**config.mk**
```make
export PLATFORM = sky130hd
export DESIGN_NAME = prime_seq_ctrl
export DESIGN_NICKNAME = d
export VERILOG_FILES = /design/src/rtl/prime_pkg.sv /design/src/rtl/prime_cycle_counter.sv /design/src/rtl/prime_seq_ctrl.sv
export SDC_FILE = /design/constraint.sdc
export NUM_CORES = 1
export LEC_CHECK = 0
export CELL_PAD_IN_SITES_DETAIL_PLACEMENT = 1
export CELL_PAD_IN_SITES_GLOBAL_PLACEMENT = 1
export CORE_AREA = 3 3 75 77
export DETAILED_ROUTE_END_ITERATION = 10
export DIE_AREA = 0 0 78 80
export PLACE_DENSITY_LB_ADDON = 0.3
export SLEW_MARGIN = 10
export SYNTH_ARGS = -nofsm -noshare
export SYNTH_HDL_FRONTEND = slang
export SYNTH_SLANG_ARGS = --single-unit
```
**constraint.sdc**
```tcl
create_clock -name clk -period 1.7 [get_ports clk]
set_input_delay 0.34 -clock clk [delete_from_list [all_inputs] [get_ports clk]]
set_output_delay 0.34 -clock clk [all_outputs]
set_load 0.005 [all_outputs]
```
**src/rtl/prime_pkg.sv**
```systemverilog
// rtl/prime_pkg.sv - shared widths, state encoding and select patterns for the prime sequencer
package prime_pkg;

  localparam int W_DEF     = 8;
  localparam int CNT_W_DEF = 16;

  typedef enum logic [2:0] {
    ST_INIT  = 3'd0,
    ST_IDLE  = 3'd1,
    ST_LOOP  = 3'd2,
    ST_BUMP  = 3'd3,
    ST_LATCH = 3'd4,
    ST_DONE  = 3'd5
  } state_t;

  typedef struct packed {
    logic a1;
    logic a2;
    logic a3;
    logic a4;
    logic a5;
    logic a6;
    logic a7;
  } sel_t;

  // A<=n, K<=n-1, C<=1, E and P held
  localparam sel_t SEL_LOAD = 7'b0001001;
  // A<=n (harmless), K, E, C, P held
  localparam sel_t SEL_HOLD = 7'b0101011;

endpackage

```
**src/rtl/prime_cycle_counter.sv**
```systemverilog
// rtl/prime_cycle_counter.sv - saturating busy-cycle counter with synchronous clear and enable
module prime_cycle_counter #(
  parameter int CNT_W = 16
) (
  input  logic             clk,
  input  logic             rst,
  input  logic             clr,
  input  logic             en,
  output logic [CNT_W-1:0] count
);

  always_ff @(posedge clk or posedge rst) begin
    if (rst) begin
      count <= '0;
    end else if (clr) begin
      count <= '0;
    end else if (en && (count != '1)) begin
      count <= count + CNT_W'(1);
    end
  end

endmodule

```
**src/rtl/prime_seq_ctrl.sv**
```systemverilog
// rtl/prime_seq_ctrl.sv - trial-division primality sequencer; PRIME_EARLY_EXIT_EN adds BUMP early exit
// Selects decode combinationally from state and A/K; handshake outputs are registered.
module prime_seq_ctrl
  import prime_pkg::*;
#(
  parameter int W     = W_DEF,
  parameter int CNT_W = CNT_W_DEF
) (
  input  logic             clk,
  input  logic             rst,
  input  logic             start,
  input  logic [W-1:0]     n,
  input  logic [W-1:0]     A,
  input  logic [W-1:0]     K,
  output logic             a1,
  output logic             a2,
  output logic             a3,
  output logic             a4,
  output logic             a5,
  output logic             a6,
  output logic             a7,
  output logic             ready,
  output logic             busy,
  output logic             done,
  output logic [CNT_W-1:0] cycles
);

  state_t state;
  sel_t   sel;
  logic   accept;
  logic   a_lt_k;
  logic   hit;
  logic   k_last;

  assign accept = (state == ST_IDLE) && start;
  assign a_lt_k = (A < K);
  assign hit    = (A == '0);
  assign k_last = (K == W'(1));

  always_comb begin
    sel = SEL_LOAD;
    case (state)
      ST_LOOP: begin
        if (!a_lt_k) begin
          sel.a1 = 1'b1;
          sel.a2 = 1'b1;
          sel.a6 = 1'b1;
        end else begin
          // close cycle: reload A from n, step K down, count a hit
          sel.a3 = 1'b1;
          if (hit) sel.a5 = 1'b1;
          else     sel.a6 = 1'b1;
        end
      end
`ifdef PRIME_EARLY_EXIT_EN
      ST_BUMP: begin
        sel.a2 = 1'b1;
        sel.a5 = 1'b1;
      end
`endif
      ST_LATCH: begin
        sel.a2 = 1'b1;
        sel.a6 = 1'b1;
        sel.a7 = 1'b0;
      end
      ST_DONE: sel = SEL_HOLD;
      default: sel = SEL_LOAD;
    endcase
  end

  assign {a1, a2, a3, a4, a5, a6, a7} = sel;

  always_ff @(posedge clk or posedge rst) begin
    if (rst) begin
      state <= ST_INIT;
      ready <= 1'b0;
      busy  <= 1'b0;
      done  <= 1'b0;
    end else begin
      done <= 1'b0;
      case (state)
        ST_INIT: begin
          state <= ST_IDLE;
          ready <= 1'b1;
        end
        ST_IDLE: begin
          if (start) begin
            ready <= 1'b0;
            busy  <= 1'b1;
            state <= (n < W'(2)) ? ST_LATCH : ST_LOOP;
          end
        end
        ST_LOOP: begin
          if (a_lt_k) begin
            if (k_last) begin
              state <= ST_LATCH;
            end
`ifdef PRIME_EARLY_EXIT_EN
            else if (hit) begin
              state <= ST_BUMP;
            end
`endif
          end
        end
`ifdef PRIME_EARLY_EXIT_EN
        ST_BUMP: state <= ST_LATCH;
`endif
        ST_LATCH: begin
          state <= ST_DONE;
          busy  <= 1'b0;
          done  <= 1'b1;
        end
        ST_DONE: begin
          state <= ST_IDLE;
          ready <= 1'b1;
        end
        default: begin
          state <= ST_INIT;
          ready <= 1'b0;
          busy  <= 1'b0;
        end
      endcase
    end
  end

  prime_cycle_counter #(.CNT_W(CNT_W)) u_cnt (
    .clk   (clk),
    .rst   (rst),
    .clr   (accept),
    .en    (busy),
    .count (cycles)
  );

endmodule

```
==> results.cfg <==
[global_route]
grt_overflow = 0
grtUsageMet2_pct = 33.5
grtUsageMet3_pct = 3.16
grt_use_met1_pct = 19.6
grt_max_degree = 23
grt_pass1_vias = 1871
grt_pass1_wl_um = 8770
grt_busiest_layer = met2
antenna_found_initial = 0
grt_usage_pct = 17.4

[synthesis]
seq_area_frac_synth_pct = 37.7
yosys.area.top_type_share_pct = 37.7
synth_edf_count = 0
async_reset_ff_share_pct = 100
yosysWarnings = 0
yosys-top-cells-count = dfrtp_1, inv_1, nand2_1, nand3_1
synth_seq_cells = 22
synth_area_um2 = 1460
avgSynthCellArea_um2 = 8.75
synth_nets = 202
synthDistinctLibCells = 47
ys_top_cells_by_area = dfrtp_1, ha_1, inv_1
ys.flop_type = dfrtp_1
netlist_instances = 167
yosysMostFrequentCell = dfrtp_1
synth_top_area_cell = dfrtp_1

[placement]
portBuffers = 50
place_inst = 327
dpl-instance-area_um2 = 2380
post-place-ws_ns = -1.12
dp_hpwl_um = 3940
gp_congestion = 0.801

[timing]
fin_crit_sh_pct = 119
fmax_mhz = 496
finalHoldViolCount = 0
setup_ws_ns = -0.318
setup-violations-final = 17
post-route-min-period_ns = 2.02
rsz0062_at_grt = yes
skew_ns = 0.00732
finalSetupTns_ns = -2.67
hold_ws_ns = 0.413
slew_violations = 0

[critical_path]
cp.required_ns = 1.36
worstPathArrival_ns = 1.68
cp_max_fo = 3
path_class = in -> out
crit_path_end_kind = output port
start_kind = input pin

[finish]
drive_above_1_share_pct = 47.5
fin_nets = 312
final_area_um2 = 2810
syn_to_final_growth_pct = 92.4
diodes = 0
fin_cells = 346

[floorplan]
die_x_um = 78
io_pins = 53
dieArea_um2 = 6240
core_area_um2 = 5070
row_count = 26
start_util_pct = 28.8
fp.dieH_um = 80

[routing]
wl_um = 5720
drcViolationCount = 0
postRouteAntennaNets = 0
drtIter0Drc = 60
first_pass_iters = 4
avgViaCountPerCell = 5.10
post_drt_wl_per_cell_um = 16.5
num_vias = 1766

[worst_hold_path]
hold_path.class = in -> async

[clocking]
htreeDepth = 1
clockRootBuffer = clkbuf_8
clk_path_buf_depth = 2
cts_tree = built
clock-sinks = 22
cts_hold_buf = 0
cts_buffers = 3
clock_latency_ns = 0.26
cts.clk_slew.worst_paths_ns = 0.09

[outcome]
violations = negative setup slack
run_status = finished with violations

[power_and_ir_drop]
p_leak_nw = 1.29
powerDensity_nw_per_um2 = 820
ir_worst_vdd_v = 0.000376

[job]
drv_cap = 0
[worst paths after layout]
check | from | to | slack [ns] | cells after the start
setup reg to reg | u_cnt.count[0]$_DFFE_PP0P_ | u_cnt.count[0]$_DFFE_PP0P_ | -0.26 | 7
min in group clk | K[2] | state[1]$_DFFE_PP0P_ | 0.55 | 5
setup / recovery | K[3] | a1 | -0.32 | 9
hold / removal | rst | state[0]$_DFFE_PP0P_ | 0.41 | 3
hold reg to reg | u_cnt.count[15]$_DFFE_PP0P_ | u_cnt.count[15]$_DFFE_PP0P_ | 0.58 | 2
max in group asynchronous | rst | u_cnt.count[3]$_DFFE_PP0P_ | 1.03 | 3
[layout by cell type, fill, tap and decap left out, types with 3 or more instances in the layout]
cell | synthesis | routed
nand3_1 | 10 | 5
buf_2 | 1 | 10
dfrtp_1 | 22 | 21
nor2_1 | 9 | 7
ha_4 | 0 | 5
nand2_1 | 12 | 11
nand4_1 | 8 | 8
a21oi_1 | 8 | 3
nand3_2 | 0 | 5
dlygate4sd2_1 | 0 | 3
nor4_1 | 5 | 3
o21ai_0 | 9 | 4
inv_1 | 16 | 12
o21ai_1 | 0 | 3
a21oi_2 | 0 | 5
buf_6 | 0 | 6
nand2b_1 | 4 | 4
clkbuf_8 | 0 | 4
mux2i_1 | 3 | 3
clkdlybuf4s50_1 | 0 | 26
nor3_1 | 5 | 3
buf_4 | 1 | 55
a31oi_1 | 4 | 4
buf_8 | 0 | 3
[power by group]
group | internal, mW | total (mW) | switching (mW)
clock | 0.206 | 0.388 | 0.182
sequential | 0.619 | 0.725 | 0.106
combinational | 0.652 | 1.19 | 0.541
total | 1.48 | 2.31 | 0.828
[registers in the layout, summed over array words and instances, names as in the netlist]
name / cells
busy: 1
done: 1
ready: 1
state: 3
u_cnt.count: 16
[cell type report]
| cell class | count | area (um^2) |
|---|---|---|
| timing repair buffer | 111 | 948 |
| fill | 587 | 2260 |
| multi-input combinational | 123 | 1100 |
| sequential | 22 | 552 |
| inverter | 16 | 65.1 |
| clock buffer | 4 | 55.1 |
| tap | 70 | 87.6 |
[worst max-delay path, stage by stage]
cell and delay, ns:
buf_8 0.08, inv_4 0.03, ha_4 0.24, o21a_1 0.12, o21ai_2 0.05, a221o_1 0.38
buf_4 0.16, a31oi_1 0.13, buf_2 0.14
[metal layers]
metal / vias up / wire (um)
met5: - / 0
met4: 0 / 109
met1: 871 / 2280
met2: 47 / 3110
met3: 8 / 222
li1: 840 / -
[logic make-up after synthesis]
logic type | after synthesis | share of synthesized area, %
and+or+nand+nor | 69 | 26.9
AOI/OAI and AO/OA | 40 | 19.1
DFF | 22 | 37.7
buffers and inverters | 22 | 5.99
adders and majority gates | 8 | 6.85
muxes | 3 | 2.05
xor gates and xnor gates | 2 | 1.20
other | 1 | 0.257
[stage by stage]
stage	util, %	total power [mW]
6_report	55.4	2.31
3_3_place_gp	46.9	1.69
2_1_floorplan	-	1.13
5_1_grt	55.4	2.48
3_5_place_dp	46.9	1.73
4_1_cts	50.6	2.17
[repair_timing]
item | in CTS | in global routing
buffers inserted | 6 | 12
pin swaps | 19 | 27
gates resized for setup | 102 | 44
setup endpoints to repair | 12 | 20
(Power assumes the default switching activity.)
==> RTL edit: new RTL, same settings <==
Add a define of `PRIME_EARLY_EXIT_EN`.
--- a/src/rtl/prime_seq_ctrl.sv
+++ b/src/rtl/prime_seq_ctrl.sv
@@ -2,2 +2,4 @@
 // Selects decode combinationally from state and A/K; handshake outputs are registered.
+`define PRIME_EARLY_EXIT_EN
+
 module prime_seq_ctrl
Check against the original RTL: not equivalent (Yosys sat finds a counterexample within 4 cycles, from zero or initial values and one cycle with rst high).
==> RTL edit against the unedited design <==
The flow still finishes with violations (negative setup slack); synthesized cell count increased by 4.8%; largest cell class unchanged; worst hold slack got worse by 4.9 ps; wire length decreased by 8.5%; count of clock-buffer cells in the layout unchanged; register-to-register slack improved by 350 ps; cell area decreased by 2.4%; sequential cell count unchanged; setup slack improved by 91 ps; clock skew decreased by 4.4 ps; total power increased by 6.4%; synthesized area increased by 9.9%; clock power about the same; via count decreased by 5.3%.
==> RTL edit: results <==
place:
  routabilityCongestion: 0.740
  dpl.hpwl_mm: 3.83
  placed_cell_area_mm2: 0.00241
  post-place-ws_ps: -1040
  place_inst: 320
synthesis:
  synthTopCellsByCount: "dfrtp_1 (22), nor2_1 (19), inv_1 (13)"
  syn_nets: 210
  synthCells: 175
  synth_area_leaders: "dfrtp_1 (34%), ha_1 (6.2%), nor2_1 (4.4%)"
  yosysSeqAreaShare_pct: 34.3
  yosysUniqueCellTypes: 55
layout:
  buffer_area_share_pct: 30.4
  nNetsFinal: 301
  drive_gt1_share_pct: 45.3
  inverters: 13
  sh_seq_area_pct: 20.1
  synthToLayoutAreaGrowth_pct: 70.9
  multi_input_area_mm2: 0.00116
  clkCellAreaFrac_pct: 2.01
  insertedDiodeCount: 0
  buffers: 93
  final_cell_count_no_fill: 335
  fillCellCount: 573
  seq_cells: 22
  multi_input_cells: 133
timing:
  postLayoutSetupSlackWorst_ps: -227
  slew_violations: 0
  fin_setup_tns_ps: -933
  finalSetupViolations: 5
  fin_skew_ps: 2.91
routing:
  dr_wl_met3_um: 150
  routed_wl_mm: 5.23
  wl_met1_mm: 2.24
  detail_route.vias_per_cell: 4.99
  dr_wl_met2_mm: 2.79
  drt_iter0_markers: 50
clocking:
  numCtsBuffers: 3
global_routing:
  antenna_found_initial: 0
  track_usage_pct: 17.2
  grt_util_met3_pct: 1.81
  met2_usage_pct: 32.2
  gr-usage-met1_pct: 21.0
  grt_pass1_wl_mm: 8.66
  grt_pass1_vias: 1794
worst_setup_path:
  crit_path_top_delay_cell: "ha_4"
  worstPathArrival_ps: 1590
  slowest_delay_ps: 250
status:
  status: "finished, violations left"
  violations: "negative setup slack"
pwr:
  vdd_drop_max_mv: 0.422
  leakage_nw: 1.18
RTL edit: cell types whose count changed in the layout (fill, tap and decap cells not counted), moves of 5 or more:
| cell | before | now |
|---|---|---|
| inv_1 | 12 | 6 |
| and3_2 | 0 | 5 |
| nor2_1 | 7 | 17 |
| nand4_1 | 8 | 1 |
| buf_6 | 6 | 14 |
| buf_4 | 55 | 34 |
RTL edit: final timing paths:
path,start,endpoint,slack (ps),cells past startpoint
hold / removal,rst,ready,410,3
min in group clk,u_cnt.count[10],u_cnt.count[10],560,2
max in group asynchronous,rst,busy,1050,3
hold reg to reg,u_cnt.count[10],u_cnt.count[10],560,2
setup / recovery,K[6],a1,-230,9
setup reg to reg,u_cnt.count[15],u_cnt.count[9],90,5
RTL edit: kinds of logic after synthesis:
| group | share of synthesized area [%] |
|---|---|
| AOI/OAI and AO/OA | 19.5 |
| adders and majority gates | 6.23 |
| other | 0.233 |
| buffers and inverters | 5.84 |
| muxes | 2.57 |
| and+or+nand+nor | 27.0 |
| xor gates and xnor gates | 4.36 |
| DFF | 34.3 |
RTL edit: timing repair:
| action | in CTS | in global routing |
|---|---|---|
| endpoints found under the setup margin | 11 | 10 |
| gates cloned | 0 | 0 |
| hold buffers | 0 | 0 |
| pin swaps | 22 | 15 |
| setup buffers | 13 | 5 |
| gates resized for setup | 130 | 23 |
RTL edit: worst max-delay path, delay by kind of cell:
kind / cells / cell delay [ps]
buf+inv: 5 / 500
fa+ha+maj: 1 / 250
compound gates: 3 / 490
RTL edit: power by group:
group	switching (W)	internal [W]	leakage, nW
sequential	0.0000866	0.000632	0.290
clock	0.000182	0.000207	0.0288
combinational	0.000618	0.000728	0.864
